### config.mk
export PLATFORM = sky130hd
export DESIGN_NAME = mem_stage_pipe
export DESIGN_NICKNAME = d
export VERILOG_FILES = /design/src/rtl/mem_stage_pipe.sv
export SDC_FILE = /design/constraint.sdc
export NUM_CORES = 1
export LEC_CHECK = 0
export BUFFER_PORTS_ARGS = -buffer_cell sky130_fd_sc_hd__buf_4
export CORE_UTILIZATION = 25
export CTS_BUF_LIST = sky130_fd_sc_hd__clkbuf_16
export DETAILED_ROUTE_END_ITERATION = 8
export GPL_TIMING_DRIVEN = 0
export SLEW_MARGIN = 10
export SYNTH_ARGS = -nofsm -noshare
export SYNTH_HDL_FRONTEND = slang
export SYNTH_SLANG_ARGS = --single-unit
### constraint.sdc
create_clock -name CLK -period 4.45 [get_ports CLK]
set_input_delay 0.445 -clock CLK [delete_from_list [all_inputs] [get_ports CLK]]
set_output_delay 0.445 -clock CLK [all_outputs]
set_load 0.1 [all_outputs]
### src/rtl/mem_stage_pipe.sv
// MEM pipeline stage: EX->MEM and MEM->WB register banks, dcache handshake, halt FSM.
// Optional stall-cycle performance counter is built only when MEM_STAGE_PERF_EN is defined.
module mem_stage_pipe #(
    parameter int unsigned WORD_W = 32,
    parameter int unsigned REG_AW = 5
) (
    input  logic              CLK,
    input  logic              RST,
    input  logic              ex_valid,
    input  logic              ex_RegWr,
    input  logic              ex_dREN,
    input  logic              ex_dWEN,
    input  logic              ex_halt,
    input  logic [REG_AW-1:0] ex_wsel,
    input  logic [WORD_W-1:0] ex_alu_out,
    input  logic [WORD_W-1:0] ex_store_data,
    input  logic              flush,
    input  logic              dhit,
    input  logic [WORD_W-1:0] dmemload,
    output logic              dmemREN,
    output logic              dmemWEN,
    output logic [WORD_W-1:0] dmemaddr,
    output logic [WORD_W-1:0] dmemstore,
    output logic              mem_stall,
    output logic              RegWr_MEM,
    output logic              load_MEM,
    output logic [REG_AW-1:0] wsel_MEM,
    output logic [WORD_W-1:0] fwd_data_MEM,
    output logic              RegWr_WB,
    output logic [REG_AW-1:0] wsel_WB,
    output logic [WORD_W-1:0] wdat_WB,
    output logic              halt,
    output logic [31:0]       stall_cycles
);

    typedef enum logic [1:0] {
        S_IDLE   = 2'd0,
        S_ACCESS = 2'd1,
        S_HALTED = 2'd2
    } state_e;

    state_e state_q, state_d;

    logic              mem_valid_q, mem_valid_d;
    logic              mem_regwr_q, mem_regwr_d;
    logic              mem_dren_q,  mem_dren_d;
    logic              mem_dwen_q,  mem_dwen_d;
    logic              mem_halt_q,  mem_halt_d;
    logic [REG_AW-1:0] mem_wsel_q,  mem_wsel_d;
    logic [WORD_W-1:0] mem_alu_q,   mem_alu_d;
    logic [WORD_W-1:0] mem_store_q, mem_store_d;

    logic              wb_valid_q, wb_valid_d;
    logic              wb_regwr_q, wb_regwr_d;
    logic [REG_AW-1:0] wb_wsel_q,  wb_wsel_d;
    logic [WORD_W-1:0] wb_wdat_q,  wb_wdat_d;

    logic halt_capture;

    // FSM state register
    always_ff @(posedge CLK or posedge RST) begin
        if (RST) begin
            state_q <= S_IDLE;
        end else begin
            state_q <= state_d;
        end
    end

    // A valid halt leaving MEM this cycle lands in WB at the next edge
    assign halt_capture = mem_valid_q & mem_halt_q & ~mem_stall;

    // FSM next-state logic
    always_comb begin
        state_d = state_q;
        case (state_q)
            S_IDLE:   if (mem_stall) state_d = S_ACCESS;
            S_ACCESS: if (dhit)      state_d = S_IDLE;
            S_HALTED: state_d = S_HALTED;
            default:  state_d = S_IDLE;
        endcase
        if (state_q != S_HALTED && halt_capture) begin
            state_d = S_HALTED;
        end
    end

    // FSM outputs: dcache requests are combinational from the MEM bank, muted once halted
    always_comb begin
        dmemREN = 1'b0;
        dmemWEN = 1'b0;
        case (state_q)
            S_IDLE, S_ACCESS: begin
                dmemREN = mem_valid_q & mem_dren_q;
                dmemWEN = mem_valid_q & mem_dwen_q;
            end
            default: begin
                dmemREN = 1'b0;
                dmemWEN = 1'b0;
            end
        endcase
        mem_stall = (dmemREN | dmemWEN) & ~dhit;
    end

    // EX->MEM bank: load when not stalled, otherwise hold (flush ignored)
    always_comb begin
        mem_valid_d = mem_valid_q;
        mem_regwr_d = mem_regwr_q;
        mem_dren_d  = mem_dren_q;
        mem_dwen_d  = mem_dwen_q;
        mem_halt_d  = mem_halt_q;
        mem_wsel_d  = mem_wsel_q;
        mem_alu_d   = mem_alu_q;
        mem_store_d = mem_store_q;
        if (!mem_stall) begin
            mem_valid_d = ex_valid & ~flush;
            mem_regwr_d = ex_RegWr;
            mem_dren_d  = ex_dREN;
            mem_dwen_d  = ex_dWEN;
            mem_halt_d  = ex_halt;
            mem_wsel_d  = ex_wsel;
            mem_alu_d   = ex_alu_out;
            mem_store_d = ex_store_data;
        end
    end

    // MEM->WB bank: bubble while stalled
    always_comb begin
        wb_valid_d = 1'b0;
        wb_regwr_d = wb_regwr_q;
        wb_wsel_d  = wb_wsel_q;
        wb_wdat_d  = wb_wdat_q;
        if (!mem_stall) begin
            wb_valid_d = mem_valid_q;
            wb_regwr_d = mem_regwr_q;
            wb_wsel_d  = mem_wsel_q;
            wb_wdat_d  = mem_dren_q ? dmemload : mem_alu_q;
        end
    end

    always_ff @(posedge CLK or posedge RST) begin
        if (RST) begin
            mem_valid_q <= 1'b0;
            mem_regwr_q <= 1'b0;
            mem_dren_q  <= 1'b0;
            mem_dwen_q  <= 1'b0;
            mem_halt_q  <= 1'b0;
            mem_wsel_q  <= '0;
            mem_alu_q   <= '0;
            mem_store_q <= '0;
            wb_valid_q  <= 1'b0;
            wb_regwr_q  <= 1'b0;
            wb_wsel_q   <= '0;
            wb_wdat_q   <= '0;
        end else begin
            mem_valid_q <= mem_valid_d;
            mem_regwr_q <= mem_regwr_d;
            mem_dren_q  <= mem_dren_d;
            mem_dwen_q  <= mem_dwen_d;
            mem_halt_q  <= mem_halt_d;
            mem_wsel_q  <= mem_wsel_d;
            mem_alu_q   <= mem_alu_d;
            mem_store_q <= mem_store_d;
            wb_valid_q  <= wb_valid_d;
            wb_regwr_q  <= wb_regwr_d;
            wb_wsel_q   <= wb_wsel_d;
            wb_wdat_q   <= wb_wdat_d;
        end
    end

    assign halt         = (state_q == S_HALTED);
    assign dmemaddr     = mem_alu_q;
    assign dmemstore    = mem_store_q;
    assign RegWr_MEM    = mem_valid_q & mem_regwr_q;
    assign load_MEM     = mem_valid_q & mem_dren_q;
    assign wsel_MEM     = mem_wsel_q;
    assign fwd_data_MEM = mem_alu_q;
    // Halted suppresses the halt's own writeback and everything after it
    assign RegWr_WB     = wb_valid_q & wb_regwr_q & ~halt;
    assign wsel_WB      = wb_wsel_q;
    assign wdat_WB      = wb_wdat_q;

`ifdef MEM_STAGE_PERF_EN
    logic [31:0] stall_cnt_q, stall_cnt_d;

    // Saturating count of stalled cycles
    always_comb begin
        stall_cnt_d = stall_cnt_q;
        if (mem_stall && (stall_cnt_q != 32'hFFFF_FFFF)) begin
            stall_cnt_d = stall_cnt_q + 32'd1;
        end
    end

    always_ff @(posedge CLK or posedge RST) begin
        if (RST) begin
            stall_cnt_q <= 32'd0;
        end else begin
            stall_cnt_q <= stall_cnt_d;
        end
    end

    assign stall_cycles = stall_cnt_q;
`else
    assign stall_cycles = 32'd0;
`endif

endmodule

### Word level (Yosys, flattened, before mapping)

Cells that the tools add are included.

| word-level totals | value |
|---|---|
| bits in latches | 0 |
| output and inout bits | 177 |
| memories | 0 |
| bits in read-only memories | 0 |
| bits of input ports | 110 |
| RAM bits | 0 |
| bits in registers | 115 |
| word-level logic and storage cells | 44 |

| cells by class | value |
|---|---|
| add/sub/neg operators | 0 |
| divide/modulo/power cells | 0 |
| reduce and logical (&&, ||, !) cells | 4 |
| magnitude comparators | 0 |
| bitwise operators | 14 |
| $mul | 0 |
| shift operators | 0 |
| equal/unequal tests | 5 |
| mux-type cells | 8 |

Operators with widths:

| cell | number |
|---|---|
| $mux W32 | 1 |
| $and A1 B1 Y1 | 9 |
| $mux W2 | 3 |
| $ne A3 B3 Y1 const B | 2 |
| $pmux W2 S3 | 1 |
| $not A1 Y1 | 4 |
| $mux W1 | 3 |
| $eq A2 B1 Y1 const B | 1 |
| $eq A2 B2 Y1 const B | 1 |
| $logic_not A2 Y1 | 1 |
| $ne A2 B2 Y1 const B | 1 |
| $reduce_and A2 Y1 | 1 |
| $reduce_or A2 Y1 | 1 |
| $logic_and A1 B1 Y1 | 1 |
| $or A1 B1 Y1 | 1 |

### Depth between registers and ports, before layout

Gate-level depths: netlist (run 1).

| depth | value |
|---|---|
| word-level depth | 10 |
| gate-level depth with buffers | 6 |
| gate-level depth less buffers | 3 |

### Worst setup path before layout (run 1)

No wires, ideal clock.

| path | value |
|---|---|
| path type | register to output |
| from | register state_q[1] |
| to | output port dmemREN |
| arrival | 1.833 ns |
| path slack | 2.172 ns |
| stages on the path, launching flop included | 3 |
| path through | dfrtp_1 nand2b_1 nor2_1 |

| on the way | value |
|---|---|
| word-level cells in the longest chain between the ends | 3 |

RTL lines:

| element | RTL line | text |
|---|---|---|
| from (decl) | 42 | `state_e state_q, state_d;` |
| from (signal assigned) | 65 | `state_q <= state_d;` |
| $eq A2 B1 Y1 / $logic_not A2 Y1 (equally long branches) | 90 | `case (state_q)` |
| $reduce_or A2 Y1 * | 90 |  |
| $mux W1 * | 90 |  |
| to (decl) | 20 | `output logic dmemREN,` |

Mark *: on every way between the ends. The rest lies on a longest branch, timed or not.

### Final worst setup path (run 1)

| path | value |
|---|---|
| from | register mem_dren_q |
| to | output port mem_stall |

| on the way | value |
|---|---|
| word-level cells in the longest chain between the ends | 4 |

RTL lines:

| element | RTL line | text |
|---|---|---|
| from (decl) | 46 | `logic mem_dren_q, mem_dren_d;` |
| from (signal assigned) | 156 | `mem_dren_q <= mem_dren_d;` |
| $and A1 B1 Y1 | 92 | `dmemREN = mem_valid_q & mem_dren_q;` |
| $mux W1 | 90 |  |
| $or A1 B1 Y1 | 100 | `mem_stall = (dmemREN \| dmemWEN) & ~dhit;` |
| $and A1 B1 Y1 | 100 |  |
| to (decl) | 24 | `output logic mem_stall,` |

No other way between the ends.

==> metrics.yaml, run 1 <==
status: "complete, no violations"
power.switching_mw: 1.508
synthCells: 359
synth_compound_area_share_pct: 0.8689
synthXorXnorAreaFrac_pct: 0
synth.top_cell.area_share_pct: 55.52
postCtsHoldBufs: 0
fill_cells: 2018
die_w_um: 146.0
crit_type: "flip-flop to output pin"
yosysSeqAreaShare_pct: 55.52
numCtsBuffers: 17
synth_commonest_cells: "115 x dfrtp_1, 97 x mux2_2, 69 x buf_4"
setup_violations: 0
grt_antenna_before_repair: 0
cap_violations: 0
cts_tree: "built"
pre_cts_ws_ns: 2.042
post_drt_wl_per_cell_um: 14.15
antenna_cells: 0
grtUsageTotal_pct: 12.79
p_clk_share_pct: 35.2
nNetsFinal: 774
crit_path_end_kind: "output pin"
synth_edf_count: 0
synth-simple-area-share_pct: 1.014
drive_above_1_share_pct: 67.65
first_global_vias: 3852
placed_cell_area_um2: 7577
critPathMaxFanout: 10
fin_crit_sh_pct: 60.84
areaGrowthSynthToFinish_pct: 57.30
synth_top_cell_by_area: "dfrtp_1"
synth_fa_ha_area_share_pct: 0
initial_core_util_pct: 25.54
start_kind: "flip-flop"
dieArea_um2: 21310
ys_ff_latch: 115
yosys_warnings: 0
reg2reg_from: "mem_dren_q$_DFFE_PP0N_"
grt_start_max_net_pins: 59
htreeDepth: 4
synth_ff_type: "dfrtp_1"
cell_internal_pwr_mw: 2.303
crit_arrival_ns: 2.26
r2r_slack_ns: 2.41
overflow: 0
p_per_area_nw_per_um2: 467.5
ys_top_cells_by_area: "dfrtp_1 56%, mux2_2 21%, buf_4 10%"
via_count: 3760
swShare_pct: 39.57
multi_input_area_um2: 1828
port_buffers: 254
rr_endpoint: "dmemaddr[7]$_DFFE_PP0N_"
fin_util_pct: 40.17
skew_ns: 0.006715
max_freq_ghz: 0.3694
worst_r2r_path_depth: 5
post-route-min-period_ns: 2.707
post_cts_buffers: 0
drc: 0
clk_latency_ns: 0.40
dp.cells: 915
min_path_type: "input port to async pin"
io_pins: 287
cts_num_sinks: 115
power_mw: 3.812
cts.repair.resized: 0
fin_area_um2: 8154
drtIter0Drc: 64
place.gp.congestion: 0.7149
p_comb_share_pct: 33.9
p_leak_nw: 3.974
required_ns: 4.01
peakVddDrop_mv: 0.2377
rsz0062_at_grt: "no"
ant_nets: 0
cts.clk_slew.worst_paths_ns: 0.05
cts_buffer_depth: 2
async_flop_share_pct: 100.0
core_area_um2: 20300
tns_ns: 0
hold_viol: 0
firstDrtPassIters: 4
syn_area_um2: 5184
synth_top_family_by_area: "multiplexers"
relSlewSlack_pct: 56.69
dp_hpwl_um: 9859
root_buffer: "clkbuf_16"
vias_per_cell: 3.970
worst_pin_slew_ns: 0.6497
avgSynthCellArea_um2: 14.44
drv_slew: 0
p_seq_share_pct: 30.9
register_area_um2: 2878
grt_first_pass_wirelength_um: 20780
layout.cells.non_filler: 947
yosysMostFrequentCell: "dfrtp_1"
layout_setup_ws_ns: 1.743
ys_types: 20
synthMuxAreaShare_pct: 31.06
wl_um: 13400
std_cell_rows: 52
holdWs_ns: 0.08638
die_y_um: 146.0
critical path: stages, from the launching register on:
cell and delay (ns):
dfrtp_1 0.31, buf_2 0.28, inv_2 0.09, a211oi_4 0.40, buf_6 0.23, buf_4 0.22
buf_4 0.32
sequential cells by signal (all words and copies together), names as in the netlist:
name	cells
wb_regwr_q	1
wdat_WB	32
wsel_MEM	5
mem_regwr_q	1
mem_dwen_q	1
mem_dren_q	1
state_q	2
mem_halt_q	1
dmemaddr	32
dmemstore	32
mem_valid_q	1
wb_valid_q	1
wsel_WB	5
power groups by stage:
stage	clock network, mW	registers (mW)	logic, mW
after floorplan	0	1.73	0.479
after global placement	0	1.20	1.29
after detailed placement	0	1.20	1.30
after CTS	1.38	1.18	1.30
after global routing	1.43	1.19	1.33
final	1.34	1.18	1.29
kinds of logic after synthesis:
logic type,count (synthesis)
buf+inv,85
compound gates,5
simple gates,10
flops,115
other cells,1
mux,143
area by class of cell:
cell class	count	area share (%)
Buffer	80	7.058
Clock buffer	17	5.217
Clock inverter	15	1.857
Inverter	5	0.2915
Multi-Input combinational cell	190	22.42
Sequential cell	115	35.29
Tap cell	270	4.143
Timing Repair Buffer	255	23.72
cell usage in the layout (no fill, tap or decap):
master,Yosys,final
buf_6,1,1
clkinv_2,0,3
mux2_2,97,97
nor2_1,2,2
mux2_1,46,46
dfrtp_1,115,115
a211oi_1,1,1
and3_1,1,1
nand2b_1,2,2
inv_1,4,7
a21o_1,1,1
nand2_1,2,2
clkinv_1,0,2
buf_16,0,1
clkinvlp_4,0,2
inv_2,1,1
o21ai_0,2,2
inv_6,0,1
buf_2,7,7
nor2b_1,1,1
bufinv_16,0,3
clkinv_4,0,1
a211oi_4,1,1
and2_1,2,2
buf_4,69,323
clkbuf_16,0,17
conb_1,1,32
clkbuf_1,3,3
layer usage:
metal | vias up | track usage [%] | wire [um]
met5 | - | 0 | 0
met4 | 0 | 4.531 | 138
met3 | 7 | 5.486 | 1373
met2 | 195 | 21.17 | 6486
met1 | 1804 | 14.71 | 5404
li1 | 1754 | - | -
worst max-delay path by stage:
| stage | startpoint | slack (ns) | end |
|---|---|---|---|
| after global placement | RST | -0.68 | wdat_WB[15]$_DFFE_PP0N_ |
| after CTS | mem_dren_q$_DFFE_PP0N_ | 1.60 | mem_stall |
| after detailed placement | mem_dren_q$_DFFE_PP0N_ | 2.04 | mem_stall |
| after global routing | mem_dren_q$_DFFE_PP0N_ | 1.55 | mem_stall |
| final | mem_dren_q$_DFFE_PP0N_ | 1.74 | mem_stall |
| after floorplan | RST | 0.96 | dmemaddr[0]$_DFFE_PP0N_ |
Note: power is estimated with default switching activity, not from simulation.
==> inputs of run 2 (changes only) <==
==> constraint.sdc (replaced) <==
create_clock -name CLK -period 2.43 [get_ports CLK]
set_input_delay 0.243 -clock CLK [delete_from_list [all_inputs] [get_ports CLK]]
set_output_delay 0.243 -clock CLK [all_outputs]
set_load 0.1 [all_outputs]
==> metrics.yaml, run 2 (synthesized netlist as in run 1, its figures left out) <==
p_per_area_nw_per_um2: 825.0  # was 467.5 nW/um^2
cell_internal_pwr_mw: 3.993  # was 2.303 mW
holdWs_ns: 0.03926  # was 0.08638 ns
hold-path-cell-count: 2
cts_buffer_depth: 2  # unchanged
setup_violations: 0  # unchanged
power.switching_mw: 2.717  # was 1.508 mW
hold_viol: 0  # unchanged
skew_ns: 0.007396  # was 0.006715 ns
p_clk_share_pct: 32.4  # was 35.2%
io_pins: 287  # unchanged
cap_violations: 0  # unchanged
p_leak_nw: 3.955  # was 3.974 nW
htreeDepth: 4  # unchanged
worstPathBufferInverterCount: 3  # was 5
r2r_slack_ns: 0.48  # was 2.41 ns
p_comb_share_pct: 35.4  # was 33.9%
nNetsFinal: 778  # was 774
root_buffer: "clkbuf_16"  # unchanged
hp-start: "dhit"
start_kind: "flip-flop"  # unchanged
antenna_cells: 0  # unchanged
dp_hpwl_um: 10180  # was 9859 um
via_count: 3691  # was 3,760
dp.cells: 917  # was 915
pre_cts_ws_ns: 0.3224  # was 2.042 ns
worst_r2r_path_depth: 6  # was 5
overflow: 0  # unchanged
die_w_um: 146.0  # unchanged
power_mw: 6.710  # was 3.812 mW
fin_area_um2: 8133  # was 8154 um^2
clk_latency_ns: 0.40  # about the same
relSlewSlack_pct: 53.84  # was 56.69%
grt_start_max_net_pins: 35  # was 59
status: "complete, no violations"  # unchanged
grt_first_pass_wirelength_um: 20800  # was 20,780 um
final_cell_mix: "323 x buf_4, 115 x dfrtp_1, 97 x mux2_2"  # unchanged
areaGrowthSynthToFinish_pct: 56.89  # was 57.30%
layout.cells.non_filler: 948  # was 947
crit_arrival_ns: 2.02  # was 2.26 ns
final_common_cell: "buf_4"  # unchanged
firstDrtPassIters: 4  # unchanged
ant_nets: 0  # unchanged
numCtsBuffers: 17  # unchanged
max_stage_delay_ns: 0.53  # was 0.40 ns
grt_antenna_before_repair: 0  # unchanged
placed_cell_area_um2: 7609  # was 7577 um^2
cts.clk_slew.worst_paths_ns: 0.05  # about the same
wl_um: 13620  # was 13,400 um
cp_cell_sequence: "buf_2 > clkbuf_1 > and2_1 > buf_4"  # was buf_2 > inv_2 > a211oi_4 > buf_6 > buf_4 > buf_4
vias_per_cell: 3.893  # was 3.970
fin_util_pct: 40.06  # was 40.17%
drive_above_1_share_pct: 67.26  # was 67.65%
core_area_um2: 20300  # unchanged
tns_ns: 0  # unchanged
reg2reg_from: "mem_dren_q$_DFFE_PP0N_"  # unchanged
fin_crit_sh_pct: 93.32
initial_core_util_pct: 25.54  # unchanged
std_cell_rows: 52  # unchanged
p_seq_share_pct: 32.2  # was 30.9%
crit_family: "buffers and inverters"  # unchanged
drtIter0Drc: 85  # was 64
cpMaxStageDelayCell: "clkbuf_1"  # was a211oi_4
die_y_um: 146.0  # unchanged
crit_path_end_kind: "output pin"  # unchanged
holdPathEnd: "state_q[0]$_DFFE_PP0P_"
rr_endpoint: "dmemaddr[14]$_DFFE_PP0N_"  # was dmemaddr[7]$_DFFE_PP0N_
drc: 0  # unchanged
crit_type: "flip-flop to output pin"  # unchanged
critPathMaxFanout: 10  # unchanged
grtUsageTotal_pct: 12.86  # was 12.79%
worst_pin_slew_ns: 0.6923  # was 0.6497 ns
place.gp.congestion: 0.7182  # was 0.7149
rsz0062_at_grt: "no"  # unchanged
drv_slew: 0  # unchanged
port_buffers: 254  # unchanged
min_path_type: "input port to flip-flop"  # was input port to async pin
peakVddDrop_mv: 0.4427  # was 0.2377 mV
post_drt_wl_per_cell_um: 14.37  # was 14.15 um
post-route-min-period_ns: 2.268
max_freq_ghz: 0.4410
cts_num_sinks: 115  # unchanged
required_ns: 2.19  # was 4.01 ns
cts_tree: "built"  # unchanged
swShare_pct: 40.49  # was 39.57%
dieArea_um2: 21310  # unchanged
first_global_vias: 3668  # was 3,852
layout_setup_ws_ns: 0.1622  # was 1.743 ns
[run 2: changes by cell type in the layout (fill, tap and decap cells not counted)]
cell and delta:
clkinv_2 -1, dlygate4sd3_1 +1, buf_12 +3, bufinv_16 -2, buf_6 +1, clkinv_1 +4
inv_6 -1, buf_16 -1, inv_1 -2, clkinv_4 -1
[run 2: final cells by class]
type / count / area (um^2)
buffer: 80 / 575.6
clock inverter: 12 / 77.57
clock buffer: 17 / 425.4
fill: 2015 / 12170
multi-input combinational: 190 / 1828
sequential: 115 / 2878
inverter: 5 / 22.52
tap: 270 / 337.8
timing repair buffer: 259 / 1988
[run 2: layer usage]
layer	vias up	track usage (%)	part of all wire (%)
met2	182	21.08	49
met3	5	5.580	9.5
li1	1753	-	-
met4	0	3.750	0.76
met5	-	0	0
met1	1751	15.24	41
[run 2: timing repair]
| item | 4_1_cts | 5_1_grt |
|---|---|---|
| endpoints found under the hold margin | 22 | 0 |
| cloned | 0 | 0 |
| buffers inserted | 1 | 0 |
| hold buffers | 1 | 0 |
| endpoints found under the setup margin | 1 | 1 |
| resized for setup | 0 | 1 |
| pin swaps | 1 | 0 |
[run 2: worst max path at each step]
stage | start | end | slack, ns | cells past startpoint
after global routing | mem_dren_q$_DFFE_PP0N_ | load_MEM | 0.02 | 4
after floorplan | state_q[1]$_DFFE_PP0P_ | dmemREN | 0.35 | 2
after global placement | RST | wdat_WB[17]$_DFFE_PP0N_ | -0.14 | 2
final | mem_dren_q$_DFFE_PP0N_ | load_MEM | 0.16 | 4
after detailed placement | mem_dren_q$_DFFE_PP0N_ | mem_stall | 0.32 | 6
after CTS | mem_dren_q$_DFFE_PP0N_ | mem_stall | 0.05 | 6
[run 2: power groups by stage]
stage | clock network [mW] | registers (mW) | logic [mW]
2_1_floorplan | 0 | 3.16 | 0.878
5_1_grt | 2.36 | 2.18 | 2.44
6_report | 2.17 | 2.16 | 2.38
3_5_place_dp | 0 | 2.19 | 2.39
3_3_place_gp | 0 | 2.19 | 2.37
4_1_cts | 2.27 | 2.16 | 2.39
==> inputs of run 3 (changes only) <==
--- a/config.mk
+++ b/config.mk
@@ -6,6 +6,7 @@
 export NUM_CORES = 1
 export LEC_CHECK = 0
 export BUFFER_PORTS_ARGS = -buffer_cell sky130_fd_sc_hd__buf_4
+export CORE_MARGIN = 5
 export CORE_UTILIZATION = 25
 export CTS_BUF_LIST = sky130_fd_sc_hd__clkbuf_16
 export DETAILED_ROUTE_END_ITERATION = 8
==> metrics.yaml, run 3 (synthesized netlist as in run 1, its figures left out) <==
drc: 0  # unchanged
layout.cells.non_filler: 951  # was 948
cts_buffer_depth: 2  # unchanged
die_y_um: 154.0  # was 146.0 um
wl_um: 14780  # was 13,620 um
port_buffers: 254  # unchanged
start_kind: "flip-flop"  # unchanged
p_per_area_nw_per_um2: 841.6  # was 825.0 nW/um^2
worstPathBufferInverterCount: 5  # was 3
fin_util_pct: 40.32  # was 40.06%
cts.clk_slew.worst_paths_ns: 0.05  # about the same
peakVddDrop_mv: 0.4322  # was 0.4427 mV
core_area_um2: 20300  # unchanged
required_ns: 2.19  # about the same
fin_crit_sh_pct: 91.82  # was 93.32%
drv_slew: 0  # unchanged
cts_num_sinks: 115  # unchanged
cpMaxStageDelayCell: "dfrtp_1"  # was clkbuf_1
drtIter0Drc: 49  # was 85
firstDrtPassIters: 4  # unchanged
via_count: 3734  # was 3,691
cts_tree: "built"  # unchanged
dp_hpwl_um: 11350  # was 10,180 um
status: "complete, no violations"  # unchanged
rsz0062_at_grt: "no"  # unchanged
ant_nets: 0  # unchanged
numCtsBuffers: 17  # unchanged
antenna_cells: 0  # unchanged
nNetsFinal: 778  # unchanged
relSlewSlack_pct: 51.07  # was 53.84%
grtUsageTotal_pct: 12.38  # was 12.86%
fill_cells: 2029  # was 2,015
cap_violations: 0  # unchanged
post-route-min-period_ns: 2.231  # was 2.268 ns
p_leak_nw: 3.981  # was 3.955 nW
drive_above_1_share_pct: 67.84  # was 67.26%
crit_family: "buffers and inverters"  # unchanged
initial_core_util_pct: 25.54  # unchanged
io_pins: 287  # unchanged
final_common_cell: "buf_4"  # unchanged
vias_per_cell: 3.926  # was 3.893
root_buffer: "clkbuf_16"  # unchanged
grt_antenna_before_repair: 0  # unchanged
crit_arrival_ns: 1.99  # was 2.02 ns
first_global_vias: 4066  # was 3,668
setup_violations: 0  # unchanged
areaGrowthSynthToFinish_pct: 57.88  # was 56.89%
place.gp.congestion: 0.7576  # was 0.7182
htreeDepth: 4  # unchanged
final_cell_mix: "323 x buf_4, 115 x dfrtp_1, 97 x mux2_2"  # unchanged
max_freq_ghz: 0.4482  # was 0.4410 GHz
max_stage_delay_ns: 0.31  # was 0.53 ns
multi_input_area_um2: 1828  # unchanged
power_mw: 6.888  # was 6.710 mW
dieArea_um2: 23710  # was 21,310 um^2
dp.cells: 917  # unchanged
overflow: 0  # unchanged
critPathMaxFanout: 10  # unchanged
post_drt_wl_per_cell_um: 15.54  # was 14.37 um
holdWs_ns: 0.02384  # was 0.03926 ns
std_cell_rows: 52  # unchanged
cpMostUsedCell: "buf_6"
crit_type: "flip-flop to output pin"  # unchanged
crit_path_end_kind: "output pin"  # unchanged
cp_cell_sequence: "clkbuf_4 > inv_2 > a211oi_4 > buf_6 > buf_4 > buf_6"  # was buf_2 > clkbuf_1 > and2_1 > buf_4
r2r_slack_ns: 0.50  # was 0.48 ns
worst_pin_slew_ns: 0.7324  # was 0.6923 ns
die_w_um: 154.0  # was 146.0 um
grt_first_pass_wirelength_um: 23030  # was 20,800 um
clk_latency_ns: 0.40  # about the same
min_path_type: "input port to flip-flop"  # unchanged
grt_start_max_net_pins: 33  # was 35
hold_viol: 0  # unchanged
skew_ns: 0.008331  # was 0.007396 ns
register_area_um2: 2878  # unchanged
[run 3: layer usage]
| metal | part of all wire, % | vias up | routed length [um] | global-route usage [%] |
|---|---|---|---|---|
| li1 | - | 1760 | - | - |
| met1 | 39 | 1786 | 5728 | 14.53 |
| met2 | 49 | 182 | 7276 | 20.63 |
| met3 | 11 | 6 | 1683 | 5.705 |
| met4 | 0.64 | 0 | 94 | 3.028 |
| met5 | 0 | - | 0 | 0 |
[run 3: final cells by class]
cell class                 instances  share of cell area, %
timing repair buffer             259                  24.29
buffer                            80                  7.063
inverter                           5                 0.2752
clock inverter                    15                  1.544
sequential                       115                  35.16
multi-input combinational        190                  22.34
clock buffer                      17                  5.198
tap                              270                  4.128
[run 3: power breakdown]
part | switching, mW | internal (mW) | total, mW
combinational | 1.80 | 0.580 | 2.38
sequential | 0.0963 | 2.06 | 2.16
clock | 0.869 | 1.48 | 2.35
total | 2.77 | 4.12 | 6.89
[run 3: stage by stage]
step	area [um^2]	TNS [ns]	setup slack, ns
after floorplan	5304	0	0.3538
after global placement	7548	-15.26	-0.1451
after detailed placement	7609	0	0.2438
after CTS	8182	0	0.05154
after global routing	8184	0	0.03990
final	8184	0	0.1988
[run 3: what timing repair did]
| action | in CTS | in global routing |
|---|---|---|
| endpoints found under the hold margin | 28 | 0 |
| gates resized for setup | 1 | 1 |
| hold buffers | 1 | 0 |
| setup endpoints to repair | 1 | 2 |
| setup buffers | 1 | 0 |
| pin swaps | 1 | 0 |
[run 3: path summary, 6_finish.rpt]
| path | start | cells after the start | to |
|---|---|---|---|
| worst min register to register | state_q[1]$_DFFE_PP0P_ | 1 | state_q[0]$_DFFE_PP0P_ |
| min in group asynchronous | RST | 3 | wdat_WB[29]$_DFFE_PP0N_ |
| worst max register to register | mem_dren_q$_DFFE_PP0N_ | 6 | dmemaddr[11]$_DFFE_PP0N_ |
| worst min-delay path | dhit | 2 | state_q[0]$_DFFE_PP0P_ |
| max in group asynchronous | RST | 5 | wdat_WB[13]$_DFFE_PP0N_ |
| worst max-delay path | mem_dren_q$_DFFE_PP0N_ | 6 | mem_stall |
